==> src/rtl/gmii_fcs_crc32_byte_pkg.sv <==
// Shared CRC-32 (IEEE 802.3) constants and helpers for the GMII TX FCS
// engine and the future RX checker.
//   CRC32_POLY    : generator polynomial, normal (MSB-first) form
//   CRC32_INIT    : register preset at the start of every frame
//   CRC32_RESIDUE : crc_reg after folding data plus its own FCS
//   bitrev8       : reverse the bit order of one byte
//   crc32_next8   : fold one MSB-first byte into a non-reflected CRC register
package gmii_fcs_crc32_byte_pkg;

  localparam logic [31:0] CRC32_POLY    = 32'h04C1_1DB7;
  localparam logic [31:0] CRC32_INIT    = 32'hFFFF_FFFF;
  localparam logic [31:0] CRC32_RESIDUE = 32'hC704_DD7B;

  function automatic logic [7:0] bitrev8(input logic [7:0] b);
    logic [7:0] r;
    for (int i = 0; i < 8; i++) r[i] = b[7-i];
    return r;
  endfunction

  // Eight serial LFSR steps unrolled into one combinational stage.
  function automatic logic [31:0] crc32_next8(input logic [31:0] c_in,
                                              input logic [7:0]  b,
                                              input logic [31:0] poly);
    logic [31:0] c;
    logic        fb;
    c = c_in;
    for (int i = 0; i < 8; i++) begin
      fb = c[31] ^ b[7-i];
      c  = {c[30:0], 1'b0} ^ (fb ? poly : 32'h0);
    end
    return c;
  endfunction

endpackage

==> src/rtl/gmii_fcs_crc32_byte_if.sv <==
// Byte-stream bus between the GMII TX generator and the FCS engine.
//   d       : frame byte, bit0 first on the wire
//   calc    : 1 = fold d, 0 = unload FCS bytes
//   init    : synchronous re-initialise
//   d_valid : qualifies calc/unload for this cycle
//   crc_reg : running CRC register (non-reflected, not complemented)
//   crc     : registered FCS byte for gmii_d
// master = generator side, slave = CRC engine side.
interface gmii_fcs_crc32_byte_if;
  logic [7:0]  d;
  logic        calc;
  logic        init;
  logic        d_valid;
  logic [31:0] crc_reg;
  logic [7:0]  crc;

  modport master (output d, calc, init, d_valid, input  crc_reg, crc);
  modport slave  (input  d, calc, init, d_valid, output crc_reg, crc);
endinterface

==> src/rtl/gmii_fcs_crc32_byte.sv <==
// Byte-serial Ethernet FCS (CRC-32) engine for the GMII TX path.
// Folds one frame byte per enabled cycle, then unloads the four FCS bytes
// one per cycle in wire order (byte0 is ready the cycle after the last fold).
// Ports:
//   clk   : single clock, all state on posedge
//   reset : asynchronous active-high reset
//   bus   : slave side of gmii_fcs_crc32_byte_if (d/calc/init/d_valid in,
//           crc_reg/crc out; both outputs come straight from registers)
module gmii_fcs_crc32_byte
  import gmii_fcs_crc32_byte_pkg::*;
#(
  parameter logic [31:0] CRC_INIT = CRC32_INIT,
  parameter logic [31:0] CRC_POLY = CRC32_POLY
) (
  input  logic                        clk,
  input  logic                        reset,
  gmii_fcs_crc32_byte_if.slave        bus
);

  logic [31:0] crc_reg_q, crc_reg_d;
  logic [7:0]  crc_q, crc_d;
  logic [31:0] next_crc;

  // Wire bit order is LSB first, so the byte is reversed before entering the
  // MSB-first LFSR.
  assign next_crc = crc32_next8(crc_reg_q, bitrev8(bus.d), CRC_POLY);

  always_comb begin
    crc_reg_d = crc_reg_q;
    crc_d     = crc_q;
    if (bus.d_valid) begin
      if (bus.calc) begin
        crc_reg_d = next_crc;
        crc_d     = ~bitrev8(next_crc[31:24]);
      end else begin
        // Unload: the byte behind the one already presented moves to the top;
        // shifting in 1s makes surplus unload cycles emit 8'h00.
        crc_reg_d = {crc_reg_q[23:0], 8'hFF};
        crc_d     = ~bitrev8(crc_reg_q[23:16]);
      end
    end
  end

  // crc = ~bitrev8(8'hFF) = 8'h00 in the initialised state.
  always_ff @(posedge clk or posedge reset) begin
    if (reset) begin
      crc_reg_q <= CRC_INIT;
      crc_q     <= ~bitrev8(CRC_INIT[31:24]);
    end else if (bus.init) begin
      crc_reg_q <= CRC_INIT;
      crc_q     <= ~bitrev8(CRC_INIT[31:24]);
    end else begin
      crc_reg_q <= crc_reg_d;
      crc_q     <= crc_d;
    end
  end

  assign bus.crc_reg = crc_reg_q;
  assign bus.crc     = crc_q;

endmodule

==> src/flat_wrapper.sv <==
// flat-port wrapper written by rule: the top's interface ports become plain ports
module gmii_fcs_crc32_byte_flat import gmii_fcs_crc32_byte_pkg::*;
#(
  parameter logic [31:0] CRC_INIT = CRC32_INIT,
  parameter logic [31:0] CRC_POLY = CRC32_POLY
)
  (clk, reset, bus_d, bus_calc, bus_init, bus_d_valid, bus_crc_reg, bus_crc);
  gmii_fcs_crc32_byte_if bus_i ();
  input  logic clk;
  input  logic reset;
  input wire logic [$bits(bus_i.d)-1:0] bus_d;
  input wire logic [$bits(bus_i.calc)-1:0] bus_calc;
  input wire logic [$bits(bus_i.init)-1:0] bus_init;
  input wire logic [$bits(bus_i.d_valid)-1:0] bus_d_valid;
  output wire logic [$bits(bus_i.crc_reg)-1:0] bus_crc_reg;
  output wire logic [$bits(bus_i.crc)-1:0] bus_crc;
  assign bus_i.d = bus_d;
  assign bus_i.calc = bus_calc;
  assign bus_i.init = bus_init;
  assign bus_i.d_valid = bus_d_valid;
  assign bus_crc_reg = bus_i.crc_reg;
  assign bus_crc = bus_i.crc;
  gmii_fcs_crc32_byte #(.CRC_INIT(CRC_INIT), .CRC_POLY(CRC_POLY)) u_core (.clk(clk), .reset(reset), .bus(bus_i));
endmodule
==> config.mk <==
export PLATFORM = sky130hd
export DESIGN_NAME = gmii_fcs_crc32_byte_flat
export DESIGN_NICKNAME = d
export VERILOG_FILES = /design/src/rtl/gmii_fcs_crc32_byte_pkg.sv /design/src/rtl/gmii_fcs_crc32_byte_if.sv /design/src/rtl/gmii_fcs_crc32_byte.sv /design/src/flat_wrapper.sv
export SDC_FILE = /design/constraint.sdc
export NUM_CORES = 1
export LEC_CHECK = 0
export ABC_CLOCK_PERIOD_IN_PS = 2600
export CAP_MARGIN = 30
export CORE_ASPECT_RATIO = 0.5
export CORE_MARGIN = 5
export CORE_UTILIZATION = 25
export DETAILED_ROUTE_END_ITERATION = 16
export DONT_BUFFER_PORTS = 1
export GPL_TIMING_DRIVEN = 0
export SETUP_SLACK_MARGIN = 0.02
export SYNTH_ARGS = -nofsm -noshare
export SYNTH_HDL_FRONTEND = slang
export SYNTH_SLANG_ARGS = --single-unit
==> constraint.sdc <==
create_clock -name clk -period 2.6 [get_ports clk]
set_input_delay 0.52 -clock clk [delete_from_list [all_inputs] [get_ports clk]]
set_output_delay 0.52 -clock clk [all_outputs]
set_load 0.01 [all_outputs]
# == After elaboration in Yosys (flattened, before gate mapping) ==
# Index checks and enable logic that the tools add are counted.
# word_totals
in_bits,13
wordCells,35
reg_bits,40
# classes
n_mux,14
bitwise,18
n_reduce_logical,1
# op_table
op,n
32-bit bitwise XOR,8
27-bit 2-to-1 mux,8
32-bit 2-to-1 mux,3
8-bit 2-to-1 mux,3
8-bit inverter,2
1-bit bitwise XOR,8
2-bit nonzero test,1

# == Logic depth before layout (Yosys ltp) ==
# Gate-level depths: netlist (run 1).
# depth
depth_word,28
depth_mapped,6

# == Worst setup path after synthesis (run 1) ==
# OpenSTA, ideal clock, no wires.
# synth_timing
path_kind,in2reg
startpoint,in bus_d[3]
endpoint,"reg u_core.crc_q[4], in the netlist u_core.bus.crc[4]"
cell_stages,5
path_slack_ps,632
n_path_buf,0
arrival_ps,1847
path_cell_list,xnor2_2 -> xnor2_4 -> xnor2_1 -> or3_1 -> a32o_1
# synth_via
elab_chain_cells,11
# synth_rtl
element,line,source
"start, declared",flat_wrapper.sv:11,input wire logic [$bits(bus_i.d)-1:0] bus_d;
1-bit bitwise XOR,gmii_fcs_crc32_byte_pkg.sv:28,fb = c[31] ^ b[7-i];
27-bit 2-to-1 mux,gmii_fcs_crc32_byte_pkg.sv:29,"c = {c[30:0], 1'b0} ^ (fb ? poly : 32'h0);"
32-bit bitwise XOR (5 in a row),gmii_fcs_crc32_byte_pkg.sv:29,
8-bit inverter,gmii_fcs_crc32_byte.sv:34,crc_d = ~bitrev8(next_crc[31:24]);
8-bit 2-to-1 mux,gmii_fcs_crc32_byte.sv:32,if (bus.calc) begin
8-bit 2-to-1 mux,gmii_fcs_crc32_byte.sv:31,if (bus.d_valid) begin
8-bit 2-to-1 mux,gmii_fcs_crc32_byte.sv:49,end else if (bus.init) begin
"end signal, assigned",gmii_fcs_crc32_byte.sv:48,crc_q <= ~bitrev8(CRC_INIT[31:24]);
"end signal, assigned",gmii_fcs_crc32_byte.sv:51,crc_q <= ~bitrev8(CRC_INIT[31:24]);
"end signal, assigned",gmii_fcs_crc32_byte.sv:54,crc_q <= crc_d;
"end, declared",gmii_fcs_crc32_byte.sv:21,"logic [7:0] crc_q, crc_d;"
# No other way between the ends. The select of a mux whose other input is x is not followed.
# A chain may end at the register's enable or synchronous reset.

# == Worst setup path after layout (run 1) ==
# layout_timing
startpoint,"reg u_core.crc_reg_q[30], in the netlist u_core.bus.crc_reg[30]"
endpoint,"reg u_core.crc_reg_q[12], in the netlist u_core.bus.crc_reg[12]"
# layout_via
elab_chain_cells,15
# layout_rtl
element,line,source
"start, declared",gmii_fcs_crc32_byte.sv:20,"logic [31:0] crc_reg_q, crc_reg_d;"
"start signal, assigned",gmii_fcs_crc32_byte.sv:53,crc_reg_q <= crc_reg_d;
32-bit bitwise XOR,gmii_fcs_crc32_byte_pkg.sv:29,
1-bit bitwise XOR,gmii_fcs_crc32_byte_pkg.sv:28,
27-bit 2-to-1 mux,gmii_fcs_crc32_byte_pkg.sv:29,
32-bit bitwise XOR (6 in a row),gmii_fcs_crc32_byte_pkg.sv:29,
1-bit bitwise XOR,gmii_fcs_crc32_byte_pkg.sv:28,
27-bit 2-to-1 mux,gmii_fcs_crc32_byte_pkg.sv:29,
32-bit bitwise XOR,gmii_fcs_crc32_byte_pkg.sv:29,
32-bit 2-to-1 mux,gmii_fcs_crc32_byte.sv:32,
32-bit 2-to-1 mux,gmii_fcs_crc32_byte.sv:31,
32-bit 2-to-1 mux,gmii_fcs_crc32_byte.sv:49,
# No other way between the ends. The select of a mux whose other input is x is not followed.

==> results of run 1 <==
[per-stage QoR]
stage | setup slack (ps) | power, mW
2_1_floorplan | 631.5 | 2.054
3_3_place_gp | 352.1 | 2.294
3_5_place_dp | 346.3 | 2.304
4_1_cts | 434.2 | 2.958
5_1_grt | 343.7 | 3.114
6_report | 444.4 | 2.943
[routing by layer]
layer / up-vias / track usage (%) / wire [um]
met3: 7 / 3.071 / 392
li1: 839 / - / -
met4: 0 / 3.436 / 90
met2: 34 / 19.35 / 3413
met5: - / 0 / 0
met1: 910 / 15.03 / 3229
[final cells by class]
| cell class | count | area (um^2) | share of cell area (%) |
|---|---|---|---|
| Multi-Input combinational cell | 180 | 1511 | 51.34 |
| Clock buffer | 7 | 152.6 | 5.185 |
| Sequential cell | 40 | 1041 | 35.36 |
| Inverter | 2 | 7.507 | 0.2550 |
| Buffer | 15 | 56.30 | 1.912 |
| Tap cell | 140 | 175.2 | 5.950 |
[worst max-delay path, stage by stage, from the launching register on]
cell and delay, ps:
sky130_fd_sc_hd__dfstp_2 620, sky130_fd_sc_hd__xnor2_4 220, sky130_fd_sc_hd__xor2_2 390, sky130_fd_sc_hd__xnor3_1 490, sky130_fd_sc_hd__mux2i_1 140, sky130_fd_sc_hd__a211oi_2 200
[worst max path at each step]
stage | start | endpoint | cells after the start
after floorplan | bus_d[3] | u_core.bus.crc[4] | 5
after global placement | bus_d[0] | u_core.bus.crc[4] | 5
final | u_core.bus.crc_reg[30] | u_core.bus.crc_reg[12] | 5
after detailed placement | bus_d[0] | u_core.bus.crc[4] | 5
after global routing | u_core.bus.crc_reg[30] | u_core.bus.crc_reg[12] | 5
after CTS | u_core.bus.crc_reg[30] | u_core.bus.crc_reg[12] | 5
[cells in the mapped netlist, types with 2 or more instances]
library cell / count / area [um^2]
sky130_fd_sc_hd__a22o_1: 4 / 35.03
sky130_fd_sc_hd__nand2_1: 11 / 41.29
sky130_fd_sc_hd__inv_1: 2 / 7.510
sky130_fd_sc_hd__o22a_1: 6 / 52.55
sky130_fd_sc_hd__dfstp_2: 32 / 840.8
sky130_fd_sc_hd__mux2i_1: 2 / 20.02
sky130_fd_sc_hd__or3_1: 6 / 37.54
sky130_fd_sc_hd__a21o_1: 2 / 15.01
sky130_fd_sc_hd__xnor3_1: 9 / 202.7
sky130_fd_sc_hd__nand2b_1: 3 / 18.77
sky130_fd_sc_hd__nor2b_1: 4 / 25.02
sky130_fd_sc_hd__dfrtp_1: 8 / 200.2
sky130_fd_sc_hd__a32o_1: 2 / 20.02
sky130_fd_sc_hd__xor2_1: 13 / 113.9
sky130_fd_sc_hd__or2_2: 6 / 37.54
sky130_fd_sc_hd__and3b_1: 2 / 17.52
sky130_fd_sc_hd__xnor2_4: 6 / 165.2
sky130_fd_sc_hd__xnor2_2: 6 / 97.59
sky130_fd_sc_hd__clkbuf_1: 15 / 56.30
sky130_fd_sc_hd__o21ai_0: 6 / 30.03
sky130_fd_sc_hd__nor3_1: 10 / 50.05
sky130_fd_sc_hd__a31oi_1: 9 / 56.30
sky130_fd_sc_hd__xnor2_1: 23 / 201.4
sky130_fd_sc_hd__nand3b_1: 3 / 22.52
sky130_fd_sc_hd__nand4_1: 2 / 12.51
sky130_fd_sc_hd__a21oi_1: 14 / 70.07
sky130_fd_sc_hd__nor2_1: 22 / 82.58
[logic make-up (layout without fill, tap and decap cells)]
family | after synthesis | count (layout) | share of synthesized area, %
AO/OA/AOI/OAI | 49 | 49 | 12.91
XOR/XNOR | 58 | 58 | 30.46
buffers and inverters | 17 | 24 | 2.439
flip-flops | 40 | 40 | 39.79
multiplexers | 2 | 2 | 0.7652
AND/OR/NAND/NOR | 71 | 71 | 13.63
[report_power, final]
| group | total, mW | internal, mW | switching (mW) |
|---|---|---|---|
| registers | 1.05 | 0.825 | 0.225 |
| clock network | 0.647 | 0.403 | 0.244 |
| logic | 1.25 | 0.648 | 0.599 |
| total | 2.94 | 1.88 | 1.07 |
==> impl_metrics.yaml, run 1 <==
floorplan:
  boundaryPins: 53
  chipHeight_um: 82.34
  core_region_area_um2: 10210
  floorplan.initialDensity_pct: 25.61
  dieArea_um2: 12730
  die_span_in_x_um: 154.7
  std_cell_rows: 26
synthesis:
  synth_async_sr_flop_share_pct: 100.0
  netlist-cell-type-count: 36
  synth.yosys.warnings: 0
  synthesis.instances: 237
  synth_seq_cells: 40
  synth-seq-area-share_pct: 39.79
  postSynthAreaPerCell_um2: 11.04
  mappedNetlistArea_um2: 2616
  synth_enable_flop_cells: 0
  postSynthNetCount: 250
  dominantRegCellSynth: "sky130_fd_sc_hd__dfstp_2"
clock_network:
  cts.repair_timing.setup_buffer_count: 0
  cts-root-to-sink-buffers: 2
  clkTransAtPathRegs_ps: 60
  cts_hold_repair.buffers: 0
  cts_root_buffer: "sky130_fd_sc_hd__clkbuf_16"
  clock-sinks: 40
  worstSkewPairLatency_ps: 280
  post_cts.resized_instances: 0
  htree_levels: 2
  cts_buf_count: 5
  tritoncts: "yes"
timing:
  achievable-frequency_ghz: 0.4639
  finalCritPeriodShare_pct: 82.91
  pin_slew_with_the_least_headroom_to_its_limit_ps: 857.9
  setup_viol: 0
  fin_hold_ws_ps: 294.3
  finalWorstPathRequiredPeriod_ps: 2156
  timing.slew.headroom_pct: 42.73
  finalMaxSlewViolations: 0
  hold_violations: 0
  skew_ps: 2.956
  fin_setup_tns_ps: 0
  rsz0062_at_grt: "false"
global_routing:
  global_route_wire_length_before_repair_um: 11100
  grt_antenna_before_repair: 0
  grt_max_degree: 41
  globalRouteTotalUtil_pct: 11.60
  first_global_vias: 1722
  grt_overflow_total: 0
finish:
  finalInstanceArea_um2: 2944
  final-instance-count-excl-fill: 384
  post-route-util_pct: 28.82
  insertedDiodeCount: 0
  layout.filler_cells: 1077
  commonest_cells_after_routing_fill_and_taps_aside: "32 x sky130_fd_sc_hd__dfstp_2, 23 x sky130_fd_sc_hd__xnor2_1, 22 x sky130_fd_sc_hd__nor2_1"
  design.final.nets: 257
  area_growth_syn_to_layout_pct: 12.53
  drive_above_1_share_pct: 25.00
  max_ffs_per_register: 40
  layout.cells.most_common: "sky130_fd_sc_hd__dfstp_2"
critical_path:
  timing.reg2reg.setup_slack_ps: 440
  worst_reg_to_reg_cells: 5
  startpoint_class_of_the_critical_path: "flip-flop"
  critical_path_required_ps: 2800
  regToRegStartpoint: "u_core.bus.crc_reg[30]"
  cp.arrival_ps: 2360
  worstSetupPathType: "reg -> reg"
  crit_path_max_fo: 8
  worst_r2r_endpoint: "u_core.bus.crc_reg[12]"
  critical_path.endpoint_type: "flip-flop"
drt:
  detail_route.drc_violations: 0
  drt_wl_total_um: 7126
  dr_total_vias: 1790
  route.antenna.remaining_nets: 0
  dr.pass1.iters: 4
  wire_per_inst_um: 18.56
  vias_per_cell: 4.661
  dr.first_iter.drc_count: 113
placed_design:
  detailed_place.area_um2: 2791
  place_inst: 377
  detailed_place_hpwl_um: 5085
  routability_cong: 0.7710
  numPortBuffers: 0
worst_hold_path:
  hp-class: "in -> async"
run_status:
  outcome: "finished clean"
power_and_ir_drop:
  leakagePower_nw: 1.097
  max-vdd-ir-drop_mv: 0.3021
  power.density_nw_per_um2: 999.6
job:
  max-cap-violations: 0
Power figures use the tool's default switching activity.
==> run 2, diff against run 1 <==
- ABC_CLOCK_PERIOD_IN_PS: 2600 -> 1900
- clock period: 2.6 -> 1.9 ns (I/O delays scaled with it)
==> run 2 against run 1 <==
Register-to-register slack lost 440 ps. Non-clock buffer count grew 33. Clock skew shrank 0.84 ps. Via count grew 11%. Largest power group unchanged.
==> impl_metrics.yaml, run 2 (synthesized netlist as in run 1, its figures left out) <==
finish:
  post-route-util_pct: 33.39
  final-instance-count-excl-fill: 418
  max_ffs_per_register: 40
  multi_input_comb_area_um2: 1705
  layout.filler_cells: 1011
  insertedDiodeCount: 0
  design.final.nets: 290
  drive_above_1_share_pct: 41.01
  layout.cells.most_common: "sky130_fd_sc_hd__dfstp_2"
  commonest_cells_after_routing_fill_and_taps_aside: "32 x sky130_fd_sc_hd__dfstp_2, 25 x sky130_fd_sc_hd__buf_4, 21 x sky130_fd_sc_hd__nor2_1"
  area_taken_by_flip_flops_and_latches_um2: 1041
  finalInstanceArea_um2: 3411
  area_growth_syn_to_layout_pct: 30.37
power_and_ir_drop:
  sequentialPowerShare_pct: 31.1
  internal-power_mw: 2.999
  switching_power_mw: 1.669
  max-vdd-ir-drop_mv: 0.4658
  switching_share_pct: 35.76
  power.density_nw_per_um2: 1369
  leakagePower_nw: 1.344
  power.share.combinational_pct: 50.6
  clock_power_share_pct: 18.3
timing:
  skew_ps: 2.121
  timing.slew.headroom_pct: 43.97
  setup_viol: 0
  finalWorstPathRequiredPeriod_ps: 1895
  rsz0062_at_grt: "true"
  finalCritPeriodShare_pct: 99.76
  finalMaxSlewViolations: 0
  pin_slew_with_the_least_headroom_to_its_limit_ps: 839.2
  achievable-frequency_ghz: 0.5276
  hold_violations: 0
  layout_setup_ws_ps: 4.601
  fin_hold_ws_ps: 149.5
clock_network:
  cts_buf_count: 5
  worstSkewPairLatency_ps: 280
  clock-sinks: 40
  cts-root-to-sink-buffers: 2
  htree_levels: 2
  clkTransAtPathRegs_ps: 60
  cts_root_buffer: "sky130_fd_sc_hd__clkbuf_16"
  cts_hold_repair.buffers: 0
  tritoncts: "yes"
drt:
  drt_wl_total_um: 7691
  dr.pass1.iters: 4
  dr_total_vias: 1991
  detail_route.drc_violations: 0
  vias_per_cell: 4.763
  wire_per_inst_um: 18.40
  dr.first_iter.drc_count: 220
  route.antenna.remaining_nets: 0
placed_design:
  numPortBuffers: 0
  dp_worst_setup_slack_ps: -230.6
  detailed_place_hpwl_um: 5105
  detailed_place.area_um2: 2791
  place_inst: 377
  routability_cong: 0.7533
global_routing:
  global_route_wire_length_before_repair_um: 11510
  grt_max_degree: 41
  globalRouteTotalUtil_pct: 11.77
  first_global_vias: 1965
  grt_overflow_total: 0
  grt_antenna_before_repair: 0
floorplan:
  boundaryPins: 53
  floorplan.initialDensity_pct: 25.61
  core_region_area_um2: 10210
  chipHeight_um: 82.34
  die_span_in_x_um: 154.7
  std_cell_rows: 26
  dieArea_um2: 12730
critical_path:
  worstSetupPathType: "reg -> reg"
  critical_path.endpoint_type: "flip-flop"
  cp.arrival_ps: 2070
  startpoint_class_of_the_critical_path: "flip-flop"
  crit_path_max_fo: 4
  critical_path_required_ps: 2070
  worst_reg_to_reg_cells: 5
run_status:
  outcome: "finished clean"
worst_hold_path:
  hp-class: "in -> async"
job:
  max-cap-violations: 0
==> run 2: cell types whose count changed in the layout (fill, tap and decap cells not counted), moves of 3 or more <==
cell	before	now
sky130_fd_sc_hd__xnor2_2	6	10
sky130_fd_sc_hd__buf_6	0	8
sky130_fd_sc_hd__xnor2_4	6	11
sky130_fd_sc_hd__xor2_2	1	4
sky130_fd_sc_hd__xor2_1	13	9
sky130_fd_sc_hd__xnor2_1	23	14
sky130_fd_sc_hd__buf_4	0	25
==> run 2: final timing paths <==
check,slack (ps),startpoint,to
worst min-delay path,150,reset,u_core.bus.crc[0]
max in group asynchronous,1230,reset,u_core.bus.crc[4]
worst max-delay path,5,u_core.bus.crc_reg[28],u_core.bus.crc[4]
worst max register to register,5,u_core.bus.crc_reg[28],u_core.bus.crc[4]
worst min register to register,560,u_core.bus.crc_reg[8],u_core.bus.crc_reg[16]
min in group clk,420,bus_calc,u_core.bus.crc_reg[29]
==> run 2: power by group through the flow <==
stage	combinational, mW	clock (mW)	sequential (mW)
floorplan	1.45	0	1.36
global placement	1.68	0	1.46
detailed placement	1.70	0	1.46
CTS	1.97	0.865	1.46
global route	2.53	0.902	1.48
finish	2.36	0.856	1.45
==> run 2: final cells by class <==
class                           instances  share of cell area [%]
Timing Repair Buffer                   33                   8.144
Multi-Input combinational cell        180                   50.00
Sequential cell                        40                   30.52
Tap cell                              140                   5.136
Inverter                                2                  0.2201
Clock buffer                            8                   4.292
Buffer                                 15                   1.687
==> run 2: stage by stage <==
stage,TNS [ps],power (mW)
final,0,4.668
after global routing,-281.2,4.909
after CTS,0,4.288
after detailed placement,-3133,3.156
after global placement,-2784,3.139
after floorplan,0,2.812
==> run 2: repair_timing <==
item                       in CTS  in global routing
gates resized for setup         9                 27
hold endpoints to repair        0                  0
gates cloned                    0                  0
setup endpoints to repair      14                 25
buffers inserted               18                 15
pin swaps                      11                 20
==> run 2: critical path, cell delays in order, from the launching register on <==
cell and delay (ps):
sky130_fd_sc_hd__dfstp_2 630, sky130_fd_sc_hd__xnor2_4 180, sky130_fd_sc_hd__xnor2_4 190, sky130_fd_sc_hd__xnor2_2 190, sky130_fd_sc_hd__or3_4 350, sky130_fd_sc_hd__a32o_1 250
==> run 2: per-layer routing <==
layer	part of all wire, %	wire length (um)	global-route usage (%)
met5	0	0	0
met4	1.3	102	3.172
met3	7.1	544	3.384
met2	48	3720	19.96
met1	43	3325	14.96
==> run 3, diff against run 2 <==
- CORE_ASPECT_RATIO: 0.5 -> not set
==> run 3 against run 2 <==
The flow now finishes with violations (negative setup slack). Sequential share of layout area fell by 0.64 points. Critical endpoint unchanged. Largest power group unchanged. Critical path depth did not move. Sequential power barely moved. Highest routed layer unchanged. Final cell count rose by 0.24%. Clock-buffer cell count did not move.
==> impl_metrics.yaml, run 3 (synthesized netlist as in run 1, its figures left out) <==
finish:
  final-instance-count-excl-fill: 419
  layout.filler_cells: 1028
  max_ffs_per_register: 40
  post-route-util_pct: 33.89
  layout.cells.most_common: "sky130_fd_sc_hd__dfstp_2"
  commonest_cells_after_routing_fill_and_taps_aside: "32 x sky130_fd_sc_hd__dfstp_2, 23 x sky130_fd_sc_hd__buf_4, 22 x sky130_fd_sc_hd__nor2_1"
  drive_above_1_share_pct: 41.70
  insertedDiodeCount: 0
  area_growth_syn_to_layout_pct: 33.14
  design.final.nets: 295
timing:
  setup_viol: 6
  fin_setup_tns_ps: -130.9
  layout_setup_ws_ps: -49.11
  finalWorstPathRequiredPeriod_ps: 1949
  finalCritPeriodShare_pct: 102.6
  rsz0062_at_grt: "true"
  timing.slew.headroom_pct: 43.43
  hold_violations: 0
  pin_slew_with_the_least_headroom_to_its_limit_ps: 848.6
  finalMaxSlewViolations: 0
  skew_ps: 4.369
  achievable-frequency_ghz: 0.5131
drt:
  route.antenna.remaining_nets: 0
  wire_per_inst_um: 19.17
  vias_per_cell: 4.878
  drt_wl_total_um: 8033
  dr.pass1.iters: 4
  dr.first_iter.drc_count: 130
  dr_total_vias: 2044
  detail_route.drc_violations: 0
power_and_ir_drop:
  leakagePower_nw: 1.365
  power.density_nw_per_um2: 1357
  max-vdd-ir-drop_mv: 0.4150
  total_power_mw: 4.726
critical_path:
  worst_path_max_delay_cell: "sky130_fd_sc_hd__dfstp_2"
  slowest_delay_ps: 620
  critPathMostFrequentCell: "sky130_fd_sc_hd__xnor2_4"
  worstSetupPathType: "reg -> reg"
  startpoint_class_of_the_critical_path: "flip-flop"
  cp.arrival_ps: 2140
  crit_path_max_fo: 5
  critical_path.endpoint_type: "flip-flop"
  critical_path_required_ps: 2090
  cp_cell_sequence: "xnor2_4 > xnor2_4 > xnor2_2 > or3_1 > a32o_1"
global_routing:
  first_global_vias: 1978
  globalRouteTotalUtil_pct: 12.08
  grt_overflow_total: 0
  grt_max_degree: 41
  grt_antenna_before_repair: 0
  global_route_wire_length_before_repair_um: 11750
run_status:
  outcome: "finished with violations"
  failed_checks: "negative setup slack"
clock_network:
  worstSkewPairLatency_ps: 300
  htree_levels: 2
  clock-sinks: 40
  cts_hold_repair.buffers: 0
  cts_root_buffer: "sky130_fd_sc_hd__clkbuf_8"
  cts_buf_count: 5
  tritoncts: "yes"
  clkTransAtPathRegs_ps: 70
  cts-root-to-sink-buffers: 2
floorplan:
  dieArea_um2: 12610
  chipHeight_um: 112.3
  boundaryPins: 53
  die_span_in_x_um: 112.3
  core_region_area_um2: 10280
  floorplan.initialDensity_pct: 25.46
  std_cell_rows: 37
placed_design:
  place_inst: 373
  detailed_place_hpwl_um: 5339
  dp_worst_setup_slack_ps: -209.2
  routability_cong: 0.8676
  numPortBuffers: 0
job:
  max-cap-violations: 0
worst_hold_path:
  hp-class: "in -> async"
==> run 3: changes by cell type in the layout (fill, tap and decap cells not counted), sizes merged <==
cell,change
buf,+5
==> run 3: layout make-up <==
type	count	area (um^2)	area share, %
repair buffers	38	350.3	10.06
inverters	2	7.507	0.2155
plain buffers	15	56.30	1.616
flip-flops and latches	40	1041	29.89
multi-input cells	180	1768	50.75
well taps	136	170.2	4.885
clock buffers	8	90.09	2.586
==> run 3: critical path: cells and delay by family, from the launching register on <==
kind / cells / cell delay [ps]
AND/OR/NAND/NOR: 1 / 330
AO/OA/AOI/OAI: 1 / 250
flip-flops: 1 / 620
XOR/XNOR: 3 / 640
==> run 3: metal layers <==
layer  vias up  track usage, %  part of all wire, %  wire (um)
li1        911               -                    -          -
met1      1031           14.51                   38       3091
met2        84           19.23                   48       3890
met3        18           5.337                   11        858
met4         0           4.327                  2.4        192
met5         -               0                    0          0
==> run 3: worst paths after layout <==
check                                       startpoint                     end  slack [ps]  depth (start not counted)
min in group clk                              bus_calc  u_core.bus.crc_reg[29]         380                          3
worst min-delay path                             reset       u_core.bus.crc[0]         120                          1
worst max register to register  u_core.bus.crc_reg[28]       u_core.bus.crc[4]         -50                          5
worst min register to register   u_core.bus.crc_reg[3]   u_core.bus.crc_reg[3]         550                          2
worst max-delay path            u_core.bus.crc_reg[28]       u_core.bus.crc[4]         -50                          5
max in group asynchronous                        reset       u_core.bus.crc[4]        1240                          1
==> run 3: what timing repair did <==
action	in CTS	in global routing
setup buffers	24	14
gates resized for setup	12	33
cloned	0	0
endpoints found under the setup margin	15	24
pin swaps	16	21
==> run 3: through the flow <==
step                hold WS, ps  instance area [um^2]
floorplan                 514.2                  2616
global placement          543.8                  2786
detailed placement        484.6                  2786
CTS                       166.4                  3179
global route              207.8                  3483
finish                    119.7                  3483
==> run 3: where the power goes <==
group	internal (mW)	switching (mW)	total, mW
combinational	1.54	1.14	2.68
sequential	1.13	0.321	1.45
clock	0.296	0.299	0.596
